$ cat src/rtl/arm_pkg.sv
// arm_pkg: shared types and constants for the ARM memory stage
package arm_pkg;
    localparam int WORD_W = 32;
    localparam logic [WORD_W-1:0] ARM_ADDR_BASE = 32'd1024;
    typedef enum logic [1:0] {IDLE, BUSY, DONE} mem_state_t;
endpackage

$ cat src/rtl/data_memory.sv
// data_memory: word-wide RAM with synchronous write and combinational read
module data_memory import arm_pkg::*; #(
    parameter int DEPTH = 64
) (
    input  logic                     clk,
    input  logic                     we,
    input  logic [$clog2(DEPTH)-1:0] addr,
    input  logic [WORD_W-1:0]        wdata,
    output logic [WORD_W-1:0]        rdata
);
    logic [WORD_W-1:0] mem [DEPTH];
    // Write port; contents are deliberately not reset
    always_ff @(posedge clk) begin
        if (we) mem[addr] <= wdata;
    end
    assign rdata = mem[addr];
endmodule

$ cat src/rtl/mem_stage.sv
// mem_stage: pipeline memory stage with wait-state FSM and MEM/WB register
module mem_stage import arm_pkg::*; #(
    parameter int                DEPTH       = 64,
    parameter logic [WORD_W-1:0] ADDR_BASE   = ARM_ADDR_BASE,
    parameter int                WAIT_CYCLES = 2
) (
    input  logic              clk,
    input  logic              rst,
    input  logic [WORD_W-1:0] alu_res_MEM,
    input  logic [WORD_W-1:0] rm_val_MEM,
    input  logic [3:0]        dest_MEM,
    input  logic              WB_EN_MEM,
    input  logic              MEM_R_EN_MEM,
    input  logic              MEM_W_EN_MEM,
    output logic              mem_ready,
    output logic [WORD_W-1:0] alu_res_WB,
    output logic [WORD_W-1:0] mem_data_WB,
    output logic [3:0]        dest_WB,
    output logic              WB_EN_WB,
    output logic              MEM_R_EN_WB
);
    localparam int AW = $clog2(DEPTH);
    localparam int CW = $clog2(WAIT_CYCLES + 1);
    mem_state_t state_q, state_d;
    logic [CW-1:0] cnt_q, cnt_d;
    logic [WORD_W-1:0] rdata_q, rdata;
    logic [WORD_W-3:0] word;
    logic mem_en, access, in_range, we;
    assign mem_en    = MEM_R_EN_MEM | MEM_W_EN_MEM;
    assign mem_ready = !mem_en || state_q == DONE;
    // Word offset from the base; byte-offset bits never reach the index
    assign word      = alu_res_MEM[WORD_W-1:2] - ADDR_BASE[WORD_W-1:2];
    assign in_range  = alu_res_MEM >= ADDR_BASE && word[WORD_W-3:AW] == '0;
    assign access    = state_q == BUSY && cnt_q == CW'(WAIT_CYCLES - 1);
    // Simultaneous R/W is treated as a load, and reset kills a pending store
    assign we        = access && MEM_W_EN_MEM && !MEM_R_EN_MEM && in_range && !rst;
    data_memory #(.DEPTH(DEPTH)) u_dmem (
        .clk   (clk),
        .we    (we),
        .addr  (word[AW-1:0]),
        .wdata (rm_val_MEM),
        .rdata (rdata)
    );
    // Wait-state sequencing: IDLE -> BUSY x WAIT_CYCLES -> DONE -> IDLE
    always_comb begin
        state_d = state_q;
        cnt_d   = cnt_q;
        case (state_q)
            IDLE: if (mem_en) begin
                state_d = BUSY;
                cnt_d   = '0;
            end
            BUSY: begin
                cnt_d   = cnt_q + 1'b1;
                state_d = access ? DONE : BUSY;
            end
            DONE:    state_d = IDLE;
            default: state_d = IDLE;
        endcase
    end
    // FSM state, wait counter and latched load data
    always_ff @(posedge clk) begin
        if (rst) begin
            state_q <= IDLE;
            cnt_q   <= '0;
            rdata_q <= '0;
        end else begin
            state_q <= state_d;
            cnt_q   <= cnt_d;
            if (access) rdata_q <= (MEM_R_EN_MEM && in_range) ? rdata : '0;
        end
    end
    // MEM/WB register: real entry when the stage advances, zero bubble otherwise
    always_ff @(posedge clk) begin
        if (rst || !mem_ready) begin
            alu_res_WB  <= '0;
            mem_data_WB <= '0;
            dest_WB     <= '0;
            WB_EN_WB    <= 1'b0;
            MEM_R_EN_WB <= 1'b0;
        end else begin
            alu_res_WB  <= alu_res_MEM;
            mem_data_WB <= MEM_R_EN_MEM ? rdata_q : '0;
            dest_WB     <= dest_MEM;
            WB_EN_WB    <= WB_EN_MEM;
            MEM_R_EN_WB <= MEM_R_EN_MEM;
        end
    end
endmodule

$ cat config.mk
export PLATFORM = sky130hd
export DESIGN_NAME = mem_stage
export DESIGN_NICKNAME = d
export VERILOG_FILES = /design/src/rtl/arm_pkg.sv /design/src/rtl/data_memory.sv /design/src/rtl/mem_stage.sv
export SDC_FILE = /design/constraint.sdc
export NUM_CORES = 2
export LEC_CHECK = 0
export ABC_AREA = 1
export CORE_AREA = 5 5 412 414
export CTS_BUF_LIST = sky130_fd_sc_hd__clkbuf_16
export DETAILED_ROUTE_END_ITERATION = 12
export DIE_AREA = 0 0 417 419
export HOLD_SLACK_MARGIN = 0.08
export PLACE_DENSITY = 0.71
export SLEW_MARGIN = 10
export SYNTH_ARGS = -nofsm -noshare
export SYNTH_HDL_FRONTEND = slang
export SYNTH_HIERARCHICAL = 1
export SYNTH_SLANG_ARGS = --single-unit
$ cat constraint.sdc
create_clock -name clk -period 7.6 [get_ports clk]
set_input_delay 1.52 -clock clk [delete_from_list [all_inputs] [get_ports clk]]
set_output_delay 1.52 -clock clk [all_outputs]
set_load 0.01 [all_outputs]
After elaboration in Yosys (flattened, before gate mapping):

Memories as Yosys holds them, arrays and structs flattened.
Cells that the tools add are included.
Widths: inputs -> output; s select.

* $add $sub $neg: 2
* order comparisons: 1
* equal/unequal tests: 4
* mux-type cells: 8
* bitwise gates (word level): 2
* reduce and logical (&&, ||, !) cells: 18

Operator list (number)
* $ge 32x11->1 const B: 1
* $mux 32: 1
* $sub 30x9->30 const B: 1
* $logic_not 24->1: 1
* $pmux 2 s2: 2
* $logic_and 1x1->1: 7
* $mux 2: 3
* $eq 2x1->1 const B: 2
* $logic_not 1->1: 4
* $add 2x1->2 const B: 1
* $eq 2x2->1 const B: 1
* $logic_not 2->1: 1
* $logic_or 1x1->1: 2
* $mux 1: 2
* $ne 2x2->1 const B: 1
* $reduce_and 2->1: 1
* $reduce_bool 2->1: 1
* $reduce_or 2->1: 1
* $not 1->1: 1
* $or 1x1->1: 1

* register bits after elaboration: 106
* RAM bits: 2048
* bits of input ports: 73
* logic and storage cells: 44
* memories: 1

Memory list
* u_dmem.mem: words 64, bits a word 32, rd ports 1, clocked after memory_dff 0, wr ports 1, line data_memory.sv:11 `logic [WORD_W-1:0] mem [DEPTH];`

Depth between registers and ports, before layout:

* depth in word-level cells: 8
* mapped depth: 19
* depth with buffers taken out: 15

By module:

The synthesis kept the hierarchy.

Modules (own cells, without submodules)
* data_memory: instances 1, cells each 8408, area each 85862.3 um^2
* mem_stage: instances 1, cells each 554, area each 4377.9 um^2

Worst setup path before layout:

No wires, ideal clock.

* path kind: input to register
* from: in alu_res_MEM[20]
* to: mem u_dmem.mem[41][0] (enable)
* library setup time: 0.502 ns
* arrival: 6.008 ns
* data required time: 7.098 ns
* slack: 1.091 ns
* cell stages on the path: 10
* path buffers: 1
* cell sequence: nor2_1 > nand2_1 > nor2_2 > nand2_1 > o21ai_1 > nand4_2 > nor4_1 > clkbuf_1 > inv_1 > nor4_1

* longest elaborated chain between the ends: 7

Ends and longest elaborated chain
* from (decl): line mem_stage.sv:9 `input logic [WORD_W-1:0] alu_res_MEM,`
* $sub 30x9->30: line mem_stage.sv:32 `assign word = alu_res_MEM[WORD_W-1:2] - ADDR_BASE[WORD_W-1:2];`
* $logic_not 24->1: line mem_stage.sv:33 `assign in_range = alu_res_MEM >= ADDR_BASE && word[WORD_W-3:AW] == '0;`
* $logic_and 1x1->1 *: line mem_stage.sv:33
* $logic_and 1x1->1 * (2 in series): line mem_stage.sv:36 `assign we = access && MEM_W_EN_MEM && !MEM_R_EN_MEM && in_range && !rst;`
* net we: line mem_stage.sv:28 `logic mem_en, access, in_range, we;`
* $mux 1 *: line data_memory.sv:14 `if (we) mem[addr] <= wdata;`
* $mux 1 (implied by the code) *: line data_memory.sv:14
* to (decl): line data_memory.sv:11

The timed path passes the listed nets; every way through them passes the cells marked *.

Final worst setup path:

* from: in alu_res_MEM[15]
* to: mem u_dmem.mem[34][18] (enable)

Same word-level chain as after synthesis.

==> summary.md <==
| Metric | Value |
|---|---|
| Status | complete, no violations |
| Detailed Place HPWL | 135.2 mm |
| Worst-path clk slew | 60 ps |
| Gr usage total | 0.2792 |
| Detailed Routing Iterations Pass 1 | 8 |
| # port buffers | 143 |
| Sw Pwr | 5.676 mW |
| Max_slew headroom | 0.2361 |
| Crit path capture type | flop |
| Inserted Clock Buffers | 214 |
| ANT nets after route | 0 |
| Slew @ Worst Pin | 1143 ps |
| Final setup margin | 2203 ps |
| Detailed Route WL | 246.5 mm |
| Clock Sinks | 2154 |
| Die Ht | 419 um |
| Layout area overhead | 11.82% |
| Max-slew violation count | 0 |
| PD cells | 246.0 mW/mm2 |
| Row Count | 150 |
| Initial Utilization | 0.5439 |
| Layout cells sized above 1 | 0.07064 |
| Mapped Cells | 8962 |
| WP data required | 8170 ps |
| Root buffer cell | clkbuf_16 |
| Arrival time at the worst endpoint | 5960 ps |
| Syn Std Cell Area | 0.09024 mm2 |
| Post-CTS setup buffer count | 0 |
| Final Wtd Congestion | 0.8817 |
| First-pass GRT wire length | 367.6 mm |
| Vias in the first global route | 58880 |
| Pre-CTS setup slack | 1400 ps |
| Drc violations | 0 |
| Peak VDD IR | 267.7 uV |
| Avg Synthesized Cell Area | 10.07 um2 |
| Via-per-instance ratio | 5.452 |
| RSZ-0062 raised after global routing | no |
| # fillers | 13240 |
| DIE WIDTH | 417 um |
| Critical path class | in2reg |
| Initial antenna violation count | 12 |
| Tmin final | 5397 ps |
| Fmax achieved | 185.3 MHz |
| Combinational Power Share | 0.061 |
| Worst setup SP type | primary input |
| Synth Flop Type | edfxtp_1 |
| Clock latency on the worst-skew pair | 870 ps |
| Via count | 62180 |
| Final setup viols | 0 |
| Clock Skew | 58.24 ps |
| Pin count of the biggest net entering global routing | 211 |
| Post-Syn Nets | 9036 |
| Final TNS setup | 0 ps |
| Post-synth EDFFs | 2048 |
| Pleak | 42.04 nW |
| Max Cap Viol | 0 |
| Switching share of power | 0.2287 |
| Pint | 19.15 mW |
| Post-synth cell types | 37 |
| Core area | 0.1659 mm2 |
| N_diodes | 0 |
| Clock tree buffer depth | 3 |
| Period Utilization, post-route | 0.7101 |
| # resized after CTS | 0 |
| Commonest non-fill, non-tap cell in the layout | nand2_1 |
| Synth Warn # | 6 |
| Register area share after synthesis | 0.7050 |
| CTS tree | yes |
| Top Ports | 144 |
| Yosys reg bits | 2154 |
| Async S/R FF share, synth | 0 |
| Die ar. | 0.1747 mm2 |
| Post-layout nets | 9095 |
| Overflow after GRT | 0 |
| Starting DRT DRC Count | 7439 |
| Flop pwr share | 0.523 |
| WL/cell | 21.61 um |
| CTS H-tree lvls | 4 |
| Most frequent cells in the layout | nand2_1, edfxtp_1, clkbuf_16, nor2_1, inv_1 |
| Clk pwr share | 0.415 |
| Critical path peak fanout | 22 |
| Hold Vio Cnt, Final | 0 |
| Hold crit path type | reg2reg |
| Hold buffers post-CTS | 0 |
## stage by stage
stage / instance area, um2 / power [mW] / hold WS [ps] / std cells / util
global route: 100900 / 25.59 / 433.9 / 11410 / 0.6082
detailed placement: 94020 / 14.73 / 420.8 / 11010 / 0.5667
global placement: 94020 / 14.72 / 418.9 / 11010 / 0.5667
floorplan: 90240 / 14.06 / 408.4 / 8962 / -
finish: 100900 / 24.82 / 412.7 / 11410 / 0.6082
CTS: 100900 / 24.93 / 406.6 / 11410 / 0.6082
## power by group through the flow
stage	clock [mW]	sequential (mW)	combinational, mW
after floorplan	0	13.2	0.811
after global placement	0	13.2	1.47
after detailed placement	0	13.2	1.49
after CTS	10.4	13.0	1.50
after global routing	10.9	13.0	1.65
final	10.3	13.0	1.52
## Yosys cell counts, types with 17 or more instances
cell / n / area (um2)
inv_1: 124 / 465.5
nand2_1: 5800 / 21770
a21oi_2: 30 / 262.8
edfxtp_1: 2048 / 61500
buf_1: 30 / 112.6
dfxtp_1: 106 / 2122
nand3_1: 26 / 130.1
buf_2: 244 / 1221
inv_2: 17 / 63.81
clkbuf_1: 151 / 566.8
nand3_2: 30 / 300.3
nor2_1: 270 / 1013
## logic make-up after synthesis
kind of cell	after synthesis	share of synthesized area
AO/OA/AOI/OAI	56	0.004548
XOR/XNOR	1	0.00009707
adder cells (fa/ha/maj)	1	0.0001386
buffers and inverters	587	0.02938
flip-flops	2154	0.7050
AND/OR/NAND/NOR	6163	0.2608
## worst paths after layout
kind	startpoint	endpoint	slack [ps]	depth (start not counted)
worst max-delay path	alu_res_MEM[15]	u_dmem/mem[34][18]	2200	13
worst min-delay path	rdata_q[25]	mem_data_WB[25]	410	2
worst max register to register	state_q[0]	u_dmem/mem[34][18]	2640	11
worst min register to register	rdata_q[25]	mem_data_WB[25]	410	2
## sequential cells by signal, indices dropped and copies added (netlist names)
name and count:
u_dmem/mem 2048, alu_res_WB 32, mem_data_WB 32, rdata_q 32
dest_WB 4, cnt_q 2, state_q 2, MEM_R_EN_WB 1
WB_EN_WB 1
## layer usage
layer  part of all wire  vias to the layer above  GRT usage
li1                   -                    28910          -
met1               0.39                    29550     0.3786
met2               0.46                     3163     0.4420
met3               0.10                      551    0.05414
met4              0.049                        8     0.1269
met5            0.00022                        -          0
## worst max-delay path: stages
cell	delay, ps
clkdlybuf4s50_1	500
nor2_1	200
nand2_1	90
nor2_2	180
nand2_1	90
o21ai_1	210
nand4_2	220
nor4_2	770
buf_4	310
nand3_1	370
buf_4	390
nor2_4	780
buf_4	290
## cell type report
| class | count | area, um2 | share of cell area |
|---|---|---|---|
| multi-input cells | 6221 | 24500 | 0.2428 |
| repair buffers | 289 | 2582 | 0.02559 |
| flip-flops and latches | 2154 | 63620 | 0.6305 |
| clock buffers | 215 | 5380 | 0.05332 |
| clock inverters | 181 | 1508 | 0.01494 |
| well taps | 2204 | 2758 | 0.02733 |
| inverters | 141 | 551.8 | 0.005468 |
Note: power is estimated with default switching activity, not from simulation.
